==> config.mk <==
export PLATFORM = sky130hd
export DESIGN_NAME = tdm_mux_8_1
export DESIGN_NICKNAME = d
export VERILOG_FILES = /design/src/rtl/tdm_mux_pkg.sv /design/src/rtl/tdm_mux_8_1_rr_arbiter.sv /design/src/rtl/tdm_mux_8_1.sv
export SDC_FILE = /design/constraint.sdc
export NUM_CORES = 1
export LEC_CHECK = 0
export BUFFER_PORTS_ARGS = -buffer_cell sky130_fd_sc_hd__buf_2
export CAP_MARGIN = 20
export CORE_MARGIN = 4
export CORE_UTILIZATION = 55
export CTS_CLUSTER_DIAMETER = 80
export CTS_CLUSTER_SIZE = 30
export DETAILED_ROUTE_END_ITERATION = 10
export PLACE_DENSITY_LB_ADDON = 0.3
export SLEW_MARGIN = 40
export SYNTH_ARGS = -nofsm -noshare
export SYNTH_HDL_FRONTEND = slang
export SYNTH_HIERARCHICAL = 1
export SYNTH_SLANG_ARGS = --single-unit
export TNS_END_PERCENT = 10
==> constraint.sdc <==
create_clock -name clk -period 12.95 [get_ports clk]
set_input_delay 1.9425 -clock clk [delete_from_list [all_inputs] [get_ports clk]]
set_output_delay 1.9425 -clock clk [all_outputs]
set_load 0.01 [all_outputs]
==> src/rtl/tdm_mux_pkg.sv <==
// Definitions shared by the TDM mux and the matching 1-to-8 demultiplexer:
// channel count, select width, the channel-select type and the beat parity helper.
package tdm_mux_pkg;

  localparam int NUM_CH = 8;
  localparam int SEL_W  = 3;

  typedef logic [SEL_W-1:0] ch_sel_t;

  // Even parity over a beat: XOR of the select bits and every data bit.
  function automatic logic beat_parity(input ch_sel_t sel, input logic [7:0] data);
    beat_parity = (^sel) ^ (^data);
  endfunction

endpackage

==> src/rtl/tdm_mux_8_1_rr_arbiter.sv <==
// Combinational round-robin arbiter: searches from ptr upward (mod 8)
// and grants the first requesting lane, gated by en.
module rr_arbiter_8
  import tdm_mux_pkg::*;
(
  input  logic [NUM_CH-1:0] req,
  input  ch_sel_t           ptr,
  input  logic              en,
  output logic [NUM_CH-1:0] gnt,
  output ch_sel_t           gnt_idx
);

  ch_sel_t idx_s;
  logic    found_s;

  // Priority search starting at ptr; the first hit wins.
  always_comb begin
    gnt     = {NUM_CH{1'b0}};
    gnt_idx = {SEL_W{1'b0}};
    found_s = 1'b0;
    idx_s   = ptr;
    for (int k = 0; k < NUM_CH; k++) begin
      idx_s = ptr + ch_sel_t'(k);
      if (en && req[idx_s] && !found_s) begin
        gnt[idx_s] = 1'b1;
        gnt_idx    = idx_s;
        found_s    = 1'b1;
      end else begin
        found_s = found_s;
      end
    end
  end

endmodule

==> src/rtl/tdm_mux_8_1.sv <==
// Eight-lane round-robin TDM multiplexer with a single registered output stage.
// Define TDM_MUX_PARITY_EN to add the registered out_parity output.
module tdm_mux_8_1
  import tdm_mux_pkg::*;
#(
  parameter int WIDTH = 8
) (
  input  logic                    clk,
  input  logic                    rst_n,
  input  logic [NUM_CH-1:0]       in_valid,
  input  logic [NUM_CH*WIDTH-1:0] in_data,
  output logic [NUM_CH-1:0]       in_ready,
  output logic                    out_valid,
  input  logic                    out_ready,
  output logic [WIDTH-1:0]        out_data,
`ifdef TDM_MUX_PARITY_EN
  output logic                    out_parity,
`endif
  output logic [SEL_W-1:0]        out_sel
);

  logic               load_s;
  logic [NUM_CH-1:0]  gnt_s;
  ch_sel_t            gnt_idx_s;
  logic               take_s;
  logic [WIDTH-1:0]   lane_data_s;

  ch_sel_t            ptr_q,   ptr_d;
  logic               valid_q, valid_d;
  logic [WIDTH-1:0]   data_q,  data_d;
  ch_sel_t            sel_q,   sel_d;

  assign load_s = ~valid_q | out_ready;

  rr_arbiter_8 u_arb (
    .req     (in_valid),
    .ptr     (ptr_q),
    .en      (load_s),
    .gnt     (gnt_s),
    .gnt_idx (gnt_idx_s)
  );

  assign in_ready    = gnt_s;
  assign take_s      = |gnt_s;
  assign lane_data_s = in_data[gnt_idx_s*WIDTH +: WIDTH];

  // Next state: refill on a grant, empty on a bare drain, otherwise hold.
  always_comb begin
    ptr_d   = ptr_q;
    valid_d = valid_q;
    data_d  = data_q;
    sel_d   = sel_q;
    if (take_s) begin
      ptr_d   = gnt_idx_s + 3'd1;
      valid_d = 1'b1;
      data_d  = lane_data_s;
      sel_d   = gnt_idx_s;
    end else if (valid_q && out_ready) begin
      valid_d = 1'b0;
    end else begin
      valid_d = valid_q;
    end
  end

  // State and output registers.
  always_ff @(posedge clk or negedge rst_n) begin
    if (!rst_n) begin
      ptr_q   <= 3'd0;
      valid_q <= 1'b0;
      data_q  <= {WIDTH{1'b0}};
      sel_q   <= 3'd0;
    end else begin
      ptr_q   <= ptr_d;
      valid_q <= valid_d;
      data_q  <= data_d;
      sel_q   <= sel_d;
    end
  end

  assign out_valid = valid_q;
  assign out_data  = data_q;
  assign out_sel   = sel_q;

`ifdef TDM_MUX_PARITY_EN
  logic parity_q;

  // Parity travels with the beat and is updated only when the beat is refilled.
  always_ff @(posedge clk or negedge rst_n) begin
    if (!rst_n) begin
      parity_q <= 1'b0;
    end else if (take_s) begin
      parity_q <= beat_parity(gnt_idx_s, lane_data_s[7:0]);
    end else begin
      parity_q <= parity_q;
    end
  end

  assign out_parity = parity_q;
`endif

endmodule

# == After elaboration in Yosys (flattened, before gate mapping) ==
# Cells that the tools add are included.
# totals
out_inout_bits,20
reg_bits,15
elab_cells,128
# classes
n_mux,57
add_sub_neg,8
reduce_logical,33
shifts,1
bitwise_logic,9
order_cmp,16
# ops
cell,n
$mux W8,8
$shiftx A64 B7 Y8,1
$or A8 B8 Y8,7
$lt A3 B4 Y1 const B,8
$mux W1,25
$bmux W1 S3,8
$demux W1 S3,8
$ge A3 B1 Y1 const B,8
$logic_and A1 B1 Y1,24
$mux W3,8
$add A3 B3 Y3 const B,4
$reduce_or A8 Y1,1
$logic_not A1 Y1,7
$add A3 B1 Y3 const B,2
$add A3 B2 Y3 const B,2
$reduce_bool A2 Y1,1
$not A1 Y1,1
$or A1 B1 Y1,1

# == Depth between registers and ports, before layout ==
# Gate-level depths: netlist of run 1.
# logic_depth
word_depth,27
depth_mapped,17
depth_no_buf,11

# == Hierarchy ==
# The synthesis of run 1 kept the hierarchy.
# modules_own_cells
module,cells_per_inst,seq_area_each_um2,instances,area_per_inst_um2
rr_arbiter_8,168,0.0,1,1428.9
tdm_mux_8_1,79,375.4,1,1088.5

# == Least setup slack after synthesis of run 1 ==
# OpenSTA, ideal clock, no wires.
# synth_path
path_type,input to output
startpoint,input port in_valid[0]
endpoint,output port in_ready[0]
path_slack_ns,7.055
arrival_time_ns,3.953
path_buffers,0
path_stages,6
cell_sequence,mux4_2 -> mux2i_1 -> o2111ai_2 -> nor4_4 -> a221oi_1 -> a221oi_1
# synth_between
elab_chain_len,25
word_cells_on_any_way,60
# synth_rtl
element,line,text
"start, declared",tdm_mux_8_1.sv:10,"input logic [NUM_CH-1:0] in_valid,"
$bmux W1 S3,tdm_mux_8_1_rr_arbiter.sv:24,if (en && req[idx_s] && !found_s) begin
$mux W1 (implied by the code),tdm_mux_8_1_rr_arbiter.sv:24,
$logic_and A1 B1 Y1,tdm_mux_8_1_rr_arbiter.sv:24,
$mux W1,tdm_mux_8_1_rr_arbiter.sv:24,
$logic_not A1 Y1,tdm_mux_8_1_rr_arbiter.sv:24,
$logic_and A1 B1 Y1,tdm_mux_8_1_rr_arbiter.sv:24,
$mux W1,tdm_mux_8_1_rr_arbiter.sv:24,
$logic_not A1 Y1,tdm_mux_8_1_rr_arbiter.sv:24,
(+9 left out),-,
$logic_and A1 B1 Y1,tdm_mux_8_1_rr_arbiter.sv:24,
$mux W1,tdm_mux_8_1_rr_arbiter.sv:24,
$logic_not A1 Y1,tdm_mux_8_1_rr_arbiter.sv:24,
$logic_and A1 B1 Y1,tdm_mux_8_1_rr_arbiter.sv:24,
$mux W1,tdm_mux_8_1_rr_arbiter.sv:24,
$logic_not A1 Y1,tdm_mux_8_1_rr_arbiter.sv:24,
$logic_and A1 B1 Y1,tdm_mux_8_1_rr_arbiter.sv:24,
$mux W8 (*),tdm_mux_8_1_rr_arbiter.sv:24,
"end, declared",tdm_mux_8_1.sv:12,"output logic [NUM_CH-1:0] in_ready,"
# Every way passes the cells marked *; elsewhere a longest branch is shown, timed or not. The select of a mux whose other input is x is not followed.

# == Final worst setup path of run 1 ==
# layout_path
startpoint,input port out_ready
endpoint,output port in_ready[1]
# layout_between
elab_chain_len,24
word_cells_on_any_way,45
# layout_rtl
element,line,text
"start, declared",tdm_mux_8_1.sv:14,"input logic out_ready,"
$or A1 B1 Y1 (*),tdm_mux_8_1.sv:33,assign load_s = ~valid_q | out_ready;
named net load_s,tdm_mux_8_1.sv:22,logic load_s;
$logic_and A1 B1 Y1,tdm_mux_8_1_rr_arbiter.sv:24,
$mux W1,tdm_mux_8_1_rr_arbiter.sv:24,
$logic_not A1 Y1,tdm_mux_8_1_rr_arbiter.sv:24,
$logic_and A1 B1 Y1,tdm_mux_8_1_rr_arbiter.sv:24,
$mux W1,tdm_mux_8_1_rr_arbiter.sv:24,
$logic_not A1 Y1,tdm_mux_8_1_rr_arbiter.sv:24,
(+9 left out),-,
$logic_and A1 B1 Y1,tdm_mux_8_1_rr_arbiter.sv:24,
$mux W1,tdm_mux_8_1_rr_arbiter.sv:24,
$logic_not A1 Y1,tdm_mux_8_1_rr_arbiter.sv:24,
$logic_and A1 B1 Y1,tdm_mux_8_1_rr_arbiter.sv:24,
$mux W1,tdm_mux_8_1_rr_arbiter.sv:24,
$logic_not A1 Y1,tdm_mux_8_1_rr_arbiter.sv:24,
$logic_and A1 B1 Y1,tdm_mux_8_1_rr_arbiter.sv:24,
$mux W8 (*),tdm_mux_8_1_rr_arbiter.sv:24,
# Mark *: on every way through the listed nets, which the timed path passes. The rest lies on a longest branch.

==> run summary, run 1 <==
Post-route insts no fill - 380
Final setup fails - 0
Peak supply drop - 0.000193 V
Critical path arrival - 4.53 ns
Final setup margin - 6.48 ns
Design area - 3020 sq um
Clock power frac - 3.4%
Cell area after synthesis - 2520 sq um
Startpoint types - input pin
Vias in the first global route - 2497
Synthesized instance count - 247
Setup TNS - 0 ns
Tmin final - 6.47 ns
Status - complete, no violations
Initial drt markers - 377
Sequential share of power - 9.4%
Post-synth ARST share - 100%
Initial Util - 57.4%
DRT Pass-1 Iters - 5
Vias post-DR - 2612
Part of the cycle the worst path needs - 50.0%
First-pass GRT wire length - 11600 microns
CTS buffer count - 3
Antenna fix cells - 0
IO Count - 95
Fmax - 155 MHz
Total congestion overflow - 0
Postcts setup bufs - 0
Required time worst endpoint - 11.01 ns
Finished Core Util - 68.8%
Area post-placement - 2970 sq um
Global Route met1 Usage - 34.2%
Worst reg-to-reg setup slack - 7.40 ns
Layout cells sized above 1 - 45.7%
Initial antenna violation count - 0
Combinational Power Share - 87.2%
Clk sinks - 15
Least-Margin Pin Slew - 0.790 ns
Leak - 1.29 nW
Slew Limit Headroom - 46.9%
Filler cells - 327
FF/Latch Area - 375 sq um
Die width - 75.7 microns
DP HPWL - 5560 microns
Min Hold Slack - 0.516 ns
Post-Syn Area per Cell - 10.2 sq um
RSZ-0062 raised after global routing - false
CP Max Fanout - 16
Sw Ratio - 50.7%
Final hold violations - 0
Die Area - 5720 sq um
Core ar. - 4380 sq um
Pin count of the biggest net entering global routing - 29
Maxcap violations - 0
Clock transition at path regs - 0.06 ns
Rows - 24
Met2 Track Usage GR - 45.0%
Clock Root Buffer - clkbuf_8
Max-slew violation count - 0
Internal Power - 555 uW
Synth Net Count - 329
Most frequent cells in the layout - 94 x buf_2, 21 x mux4_2, 19 x nor3_1, 18 x a21oi_1
Die Ht - 75.7 microns
RD Place Congestion - 1.04
Via-per-instance ratio - 6.87
Clk_skew - 0.00346 ns
Busiest grt layer - met2
Clock Latency Late Sink - 0.25 ns
Antenna-violating nets left - 0
Cts hold-fix bufs - 0
Commonest non-fill, non-tap cell in the layout - buf_2
Worst-case clock buffer depth - 2
Placed Cells - 376
# port buffers - 94
Pwr per Cell Area - 373 nW/um^2
Area Growth Syn to Fin - 19.9%
Count of different cell masters after synthesis - 54
Post-synthesis sequential area ratio - 14.9%
Net count, final - 411
CTS tree - yes
Synth Register Bits - 15
Multi-input gate area - 2010 sq um
Post-Place Worst Slack - 6.57 ns
Power Total - 1.13 mW
Mean routed wirelength per cell - 18.8 microns
Hold Crit Class - reg -> reg
Syn. warnings - 6
EDFF count, synth - 0
DRT Wirelength - 7130 microns
CTS-repair resized insts - 0
DRC - 0
Global-route usage over all layers - 26.1%
NetSw - 571 uW
Main synth FF type - dfrtp_1
Met3 Use GR - 3.03%
Crit Path Class - in -> out
H-tree level count - 1
Crit end category - output port
[flip-flops by register name, summed over array words and instances, names as in the netlist]
name / flops
out_data: 8
out_sel: 3
out_valid: 1
ptr_q: 3
[cells in the mapped netlist, drive strengths merged, types with 7 or more instances]
cell type / number / area, sq um
ha: 7 / 87.6
dfrtp: 15 / 375
nand2: 10 / 37.5
clkbuf: 8 / 30.0
mux4: 27 / 631
mux2: 13 / 165
a221oi: 7 / 67.6
nor2: 10 / 37.5
a211oi: 7 / 52.6
inv: 7 / 26.3
mux2i: 16 / 173
buf: 12 / 82.6
nor3: 20 / 105
a21oi: 20 / 104
[path summary, 6_finish.rpt]
check | startpoint | to | cells after the start
worst max-delay path | out_ready | in_ready[1] | 8
worst min-delay path | out_sel[2] | out_sel[2] | 1
worst max register to register | ptr_q[1] | out_sel[1] | 11
worst min register to register | out_sel[2] | out_sel[2] | 1
max in group asynchronous | rst_n | ptr_q[2] | 1
min in group asynchronous | rst_n | out_valid | 1
[power groups by stage]
stage | registers, mW | clock network (mW) | logic [mW]
after detailed placement | 0.106 | 0 | 0.970
after global routing | 0.109 | 0.0405 | 1.07
final | 0.105 | 0.0385 | 0.981
after CTS | 0.105 | 0.0392 | 0.974
after global placement | 0.105 | 0 | 0.954
after floorplan | 0.103 | 0 | 0.785
[cell type report]
| class | count | share of cell area (%) |
|---|---|---|
| inverter | 7 | 0.871 |
| tap | 52 | 2.16 |
| sequential | 15 | 12.4 |
| clock buffer | 3 | 1.37 |
| timing repair buffer | 97 | 16.3 |
| multi-input combinational | 205 | 66.7 |
| clock inverter | 1 | 0.166 |
[worst max-delay path: stages]
cell	delay, ns
buf_2	0.07
nand2b_1	0.46
inv_1	0.32
or3_1	0.50
nor4_4	0.50
a221oi_1	0.20
a221oi_1	0.32
buf_2	0.19
[cell families after synthesis]
kind of cell | count (synthesis) | share of synthesized area [%]
mux | 56 | 38.5
compound gates | 71 | 21.3
fa+ha+maj | 7 | 3.48
xor+xnor | 5 | 1.74
flops | 15 | 14.9
simple gates | 66 | 14.6
buf+inv | 27 | 5.52
[metal layers]
metal / vias up / share of wire, %
li1: 1185 / -
met1: 1218 / 36
met2: 185 / 50
met3: 24 / 11
met4: 0 / 2.7
met5: - / 0
Power figures use the tool's default switching activity.
==> run 2: changes to the inputs <==
CORE_UTILIZATION = 46   (was 55)
clock period = 5.4 ns   (was 12.95 ns; I/O delays follow)
==> run summary, run 2 (synthesized netlist as in run 1, its figures left out) <==
Die Ht - 82.0 microns
Critical path arrival - 5.06 ns
Vias post-DR - 2624
IO Count - 95
Initial antenna violation count - 0
Cts hold-fix bufs - 0
Final setup fails - 0
Clock Root Buffer - clkbuf_8
Total congestion overflow - 0
Max-slew violation count - 0
Clock transition at path regs - 0.06 ns
H-tree level count - 1
Cell Chain, Critical Path - ha_1, xor2_1, mux4_2, a21oi_1, nor4_2, a221o_2, o221a_2, or4_1, buf_4, or2_1, mux2_4
RSZ-0062 raised after global routing - false
RD Place Congestion - 0.899
Filler cells - 470
DRT Wirelength - 7520 microns
Die Area - 6720 sq um
CTS tree - yes
Part of the cycle the worst path needs - 91.1%
First-pass GRT wire length - 11900 microns
Clk_skew - 0.00394 ns
Initial Util - 48.4%
Antenna-violating nets left - 0
Layout cells sized above 1 - 46.4%
Clk sinks - 15
Antenna fix cells - 0
Worst reg-to-reg setup slack - 0.48 ns
Min Hold Slack - 0.453 ns
Pwr per Cell Area - 892 nW/um^2
Initial drt markers - 275
Maxcap violations - 0
DP HPWL - 5850 microns
Setup TNS - 0 ns
Post-Place Worst Slack - 0.539 ns
Rows - 26
FF/Latch Area - 375 sq um
Global-route usage over all layers - 22.5%
Status - complete, no violations
Slowest stage delay, CP - 0.76 ns
Multi-input gate area - 2010 sq um
Slew Limit Headroom - 50.4%
Crit end category - flop
Peak supply drop - 0.000452 V
Net count, final - 417
# port buffers - 94
Worst r2r src - ptr_q[1]
CTS-repair resized insts - 0
Reg2reg end - ptr_q[1]
CP Max Fanout - 18
Area Growth Syn to Fin - 22.5%
Least-Margin Pin Slew - 0.738 ns
Die width - 82.0 microns
Final hold violations - 0
Commonest non-fill, non-tap cell in the layout - buf_2
Pin count of the biggest net entering global routing - 19
Mean routed wirelength per cell - 18.6 microns
DRC - 0
Core ar. - 5200 sq um
Postcts setup bufs - 0
CTS buffer count - 3
Hold Crit Class - in -> async
Via-per-instance ratio - 6.50
Slowest stage cell, crit path - dfrtp_1
Startpoint types - flop
Crit Path Class - reg -> reg
Required time worst endpoint - 5.54 ns
FF-to-FF path depth - 11
DRT Pass-1 Iters - 5
Clock Latency Late Sink - 0.25 ns
Vias in the first global route - 2544
Fmax - 203 MHz
Worst-case clock buffer depth - 2
Final setup margin - 0.481 ns
Most frequent cells in the layout - 94 x buf_2, 21 x mux4_2, 19 x nor3_1, 18 x a21oi_1
Max reg flops - 8
Tmin final - 4.92 ns
Leak - 1.31 nW
==> run 2: cell count changes in the layout (fill, tap and decap cells not counted) <==
cell / before / now
buf_4: 3 / 9
clkbuf_1: 0 / 1
clkinv_2: 1 / 0
==> run 2: where the power goes <==
| part | switching, mW | internal, mW | leakage (nW) | total, mW |
|---|---|---|---|---|
| registers | 0.0795 | 0.186 | 0.175 | 0.265 |
| logic | 1.26 | 1.14 | 1.11 | 2.40 |
| clock network | 0.0393 | 0.0523 | 0.0228 | 0.0915 |
==> run 2: critical path: cells and delay by family, from the launching register on <==
family                   cells  cell delay (ns)
buffers and inverters        1             0.21
multiplexers                 2             1.00
adder cells (fa/ha/maj)      1             0.32
XOR/XNOR                     1             0.50
flip-flops                   1             0.76
AO/OA/AOI/OAI                3             0.95
AND/OR/NAND/NOR              3             1.05
==> run 2: how the worst max path moves through the flow <==
| stage | from | to | slack (ns) | cells past startpoint |
|---|---|---|---|---|
| floorplan | ptr_q[0] | out_data[6] | 0.90 | 15 |
| global placement | ptr_q[1] | out_sel[2] | 0.63 | 11 |
| detailed placement | ptr_q[1] | out_sel[2] | 0.54 | 11 |
| CTS | ptr_q[1] | out_sel[2] | 0.52 | 11 |
| global route | ptr_q[1] | in_ready[1] | 0.22 | 9 |
| finish | ptr_q[1] | ptr_q[1] | 0.48 | 11 |
==> run 2: per-layer routing <==
metal	vias up	share of wire (%)	track usage (%)
li1	1200	-	-
met1	1256	41	30.8
met2	150	50	37.1
met3	18	7.6	2.74
met4	0	2.2	6.98
met5	-	0	0
==> run 2: per-stage QoR <==
stage / power [mW] / util (%) / instance area (sq um) / cells
floorplan: 2.13 / - / 2520 / 247
global placement: 2.62 / 58.3 / 3030 / 400
detailed placement: 2.64 / 58.3 / 3030 / 400
CTS: 2.74 / 59.2 / 3080 / 404
global route: 2.97 / 59.3 / 3080 / 404
finish: 2.75 / 59.3 / 3080 / 404
==> run 2: final cells by class <==
class	instances	area share, %
Clock buffer	4	1.46
Timing Repair Buffer	103	17.4
Multi-Input combinational cell	205	65.2
Sequential cell	15	12.2
Inverter	7	0.852
Tap cell	70	2.84
==> run 3: changes to the inputs <==
--- a/config.mk
+++ b/config.mk
@@ -14,4 +14,5 @@
 export DETAILED_ROUTE_END_ITERATION = 10
 export PLACE_DENSITY_LB_ADDON = 0.3
+export SETUP_SLACK_MARGIN = 0.5
 export SLEW_MARGIN = 40
 export SYNTH_ARGS = -nofsm -noshare
@@ -19,3 +20,2 @@
 export SYNTH_HIERARCHICAL = 1
 export SYNTH_SLANG_ARGS = --single-unit
-export TNS_END_PERCENT = 10
==> constraint.sdc (replaced) <==
create_clock -name clk -period 5.4 [get_ports clk]
set_input_delay 0.81 -clock clk [delete_from_list [all_inputs] [get_ports clk]]
set_output_delay 0.81 -clock clk [all_outputs]
set_load 0.02 [all_outputs]
==> run summary, run 3 (synthesized netlist as in run 1, its figures left out) <==
Tmin final - 4.65 ns
Clk sinks - 15
Core ar. - 5200 sq um
Die Ht - 82.0 microns
Crit end category - output port
Area Growth Syn to Fin - 23.1%
Vias in the first global route - 2583
Max-slew violation count - 0
Placed Cells - 401
Worst r2r src - ptr_q[0]
Critical path arrival - 3.84 ns
Filler cells - 481
Post-route insts no fill - 405
DP HPWL - 6110 microns
Cts hold-fix bufs - 0
Clock Latency Late Sink - 0.25 ns
Status - complete, no violations
Maxcap violations - 0
IO Count - 95
Busiest grt layer - met2
Met3 Use GR - 2.96%
Commonest non-fill, non-tap cell in the layout - buf_2
DRC - 0
Rows - 26
CTS tree - yes
Pin count of the biggest net entering global routing - 19
Reg2reg end - ptr_q[1]
Critical path startpoint - ptr_q[0]
Clock transition at path regs - 0.06 ns
H-tree level count - 1
Final setup fails - 0
DRT Pass-1 Iters - 5
Initial antenna violation count - 0
CP most frequent cell - a221oi_1
Clock Root Buffer - clkbuf_8
Clk_skew - 0.00685 ns
Global-route usage over all layers - 22.5%
Part of the cycle the worst path needs - 86.1%
Max reg flops - 8
Via-per-instance ratio - 6.57
Setup TNS - 0 ns
Mean routed wirelength per cell - 19.0 microns
RSZ-0062 raised after global routing - false
Layout cells sized above 1 - 47.5%
CP Capture Point - in_ready[1]
Met2 Track Usage GR - 39.5%
Hold Crit Class - in -> async
Antenna fix cells - 0
CP Max Fanout - 13
Total congestion overflow - 0
Worst-case clock buffer depth - 2
Initial Util - 48.4%
DRT Wirelength - 7710 microns
Die Area - 6720 sq um
Antenna-violating nets left - 0
Final hold violations - 0
Vias post-DR - 2660
Cell Chain, Critical Path - inv_1, ha_1, mux4_2, mux2i_2, o2111ai_2, nor4_4, a221oi_1, a221oi_1, buf_2
# port buffers - 94
Fmax - 215 MHz
Startpoint types - flop
Initial drt markers - 199
Slowest stage cell, crit path - dfrtp_1
FF-to-FF path depth - 11
Slowest stage delay, CP - 0.60 ns
Die width - 82.0 microns
Most frequent cells in the layout - 94 x buf_2, 21 x mux4_2, 19 x nor3_1, 18 x a21oi_1
Required time worst endpoint - 4.59 ns
First-pass GRT wire length - 12000 microns
Net count, final - 418
Least-Margin Pin Slew - 0.750 ns
Slew Limit Headroom - 49.8%
Global Route met1 Usage - 29.9%
CTS buffer count - 3
Crit Path Class - reg -> out
Worst reg-to-reg setup slack - 0.83 ns
RD Place Congestion - 0.870
run 3: how the worst min path moves through the flow:
| stage | start | to | slack (ns) | cells past startpoint |
|---|---|---|---|---|
| after floorplan | rst_n | out_data[0] | 0.51 | 0 |
| after detailed placement | out_sel[1] | out_sel[1] | 0.49 | 1 |
| after CTS | rst_n | out_data[1] | 0.46 | 1 |
| after global placement | out_sel[2] | out_sel[2] | 0.50 | 1 |
| after global routing | rst_n | out_sel[2] | 0.47 | 1 |
| final | rst_n | out_data[1] | 0.45 | 1 |
run 3: metal layers:
metal	up-vias	wire (microns)
li1	1197	-
met1	1293	3020
met2	154	4010
met3	16	569
met4	0	107
met5	-	0
run 3: final cells by class:
class / count / area [sq um] / area share (%)
Clock buffer: 3 / 41.3 / 1.33
Clock inverter: 1 / 5.00 / 0.162
Inverter: 7 / 26.3 / 0.848
Multi-Input combinational cell: 205 / 2020 / 65.1
Sequential cell: 15 / 377 / 12.2
Tap cell: 70 / 87.6 / 2.83
Timing Repair Buffer: 104 / 546 / 17.6
run 3: critical path: cells and delay by family (launching register included):
kind	cells	cell delay, ns
compound gates	3	0.80
fa+ha+maj	1	0.52
buf+inv	2	0.36
flops	1	0.60
mux	2	0.73
simple gates	1	0.56
run 3: timing repair:
action                     4_1_cts  5_1_grt
setup endpoints to repair        0        5
gates resized for setup          0        2
buffers inserted                 0        0
run 3: metrics by stage:
stage / cell area (sq um) / hold slack, ns / utilization (%) / setup WS, ns
after global placement: 3040 / 0.504 / 58.4 / 1.03
after floorplan: 2520 / 0.514 / - / 0.880
final: 3100 / 0.454 / 59.5 / 0.749
after CTS: 3090 / 0.458 / 59.3 / 0.707
after global routing: 3100 / 0.472 / 59.5 / 0.561
after detailed placement: 3040 / 0.489 / 58.4 / 0.905
Power of run 3 is left out: the tool's default activity adds up to more than one toggle a clock period on the data nets, which glitch-free logic cannot reach.
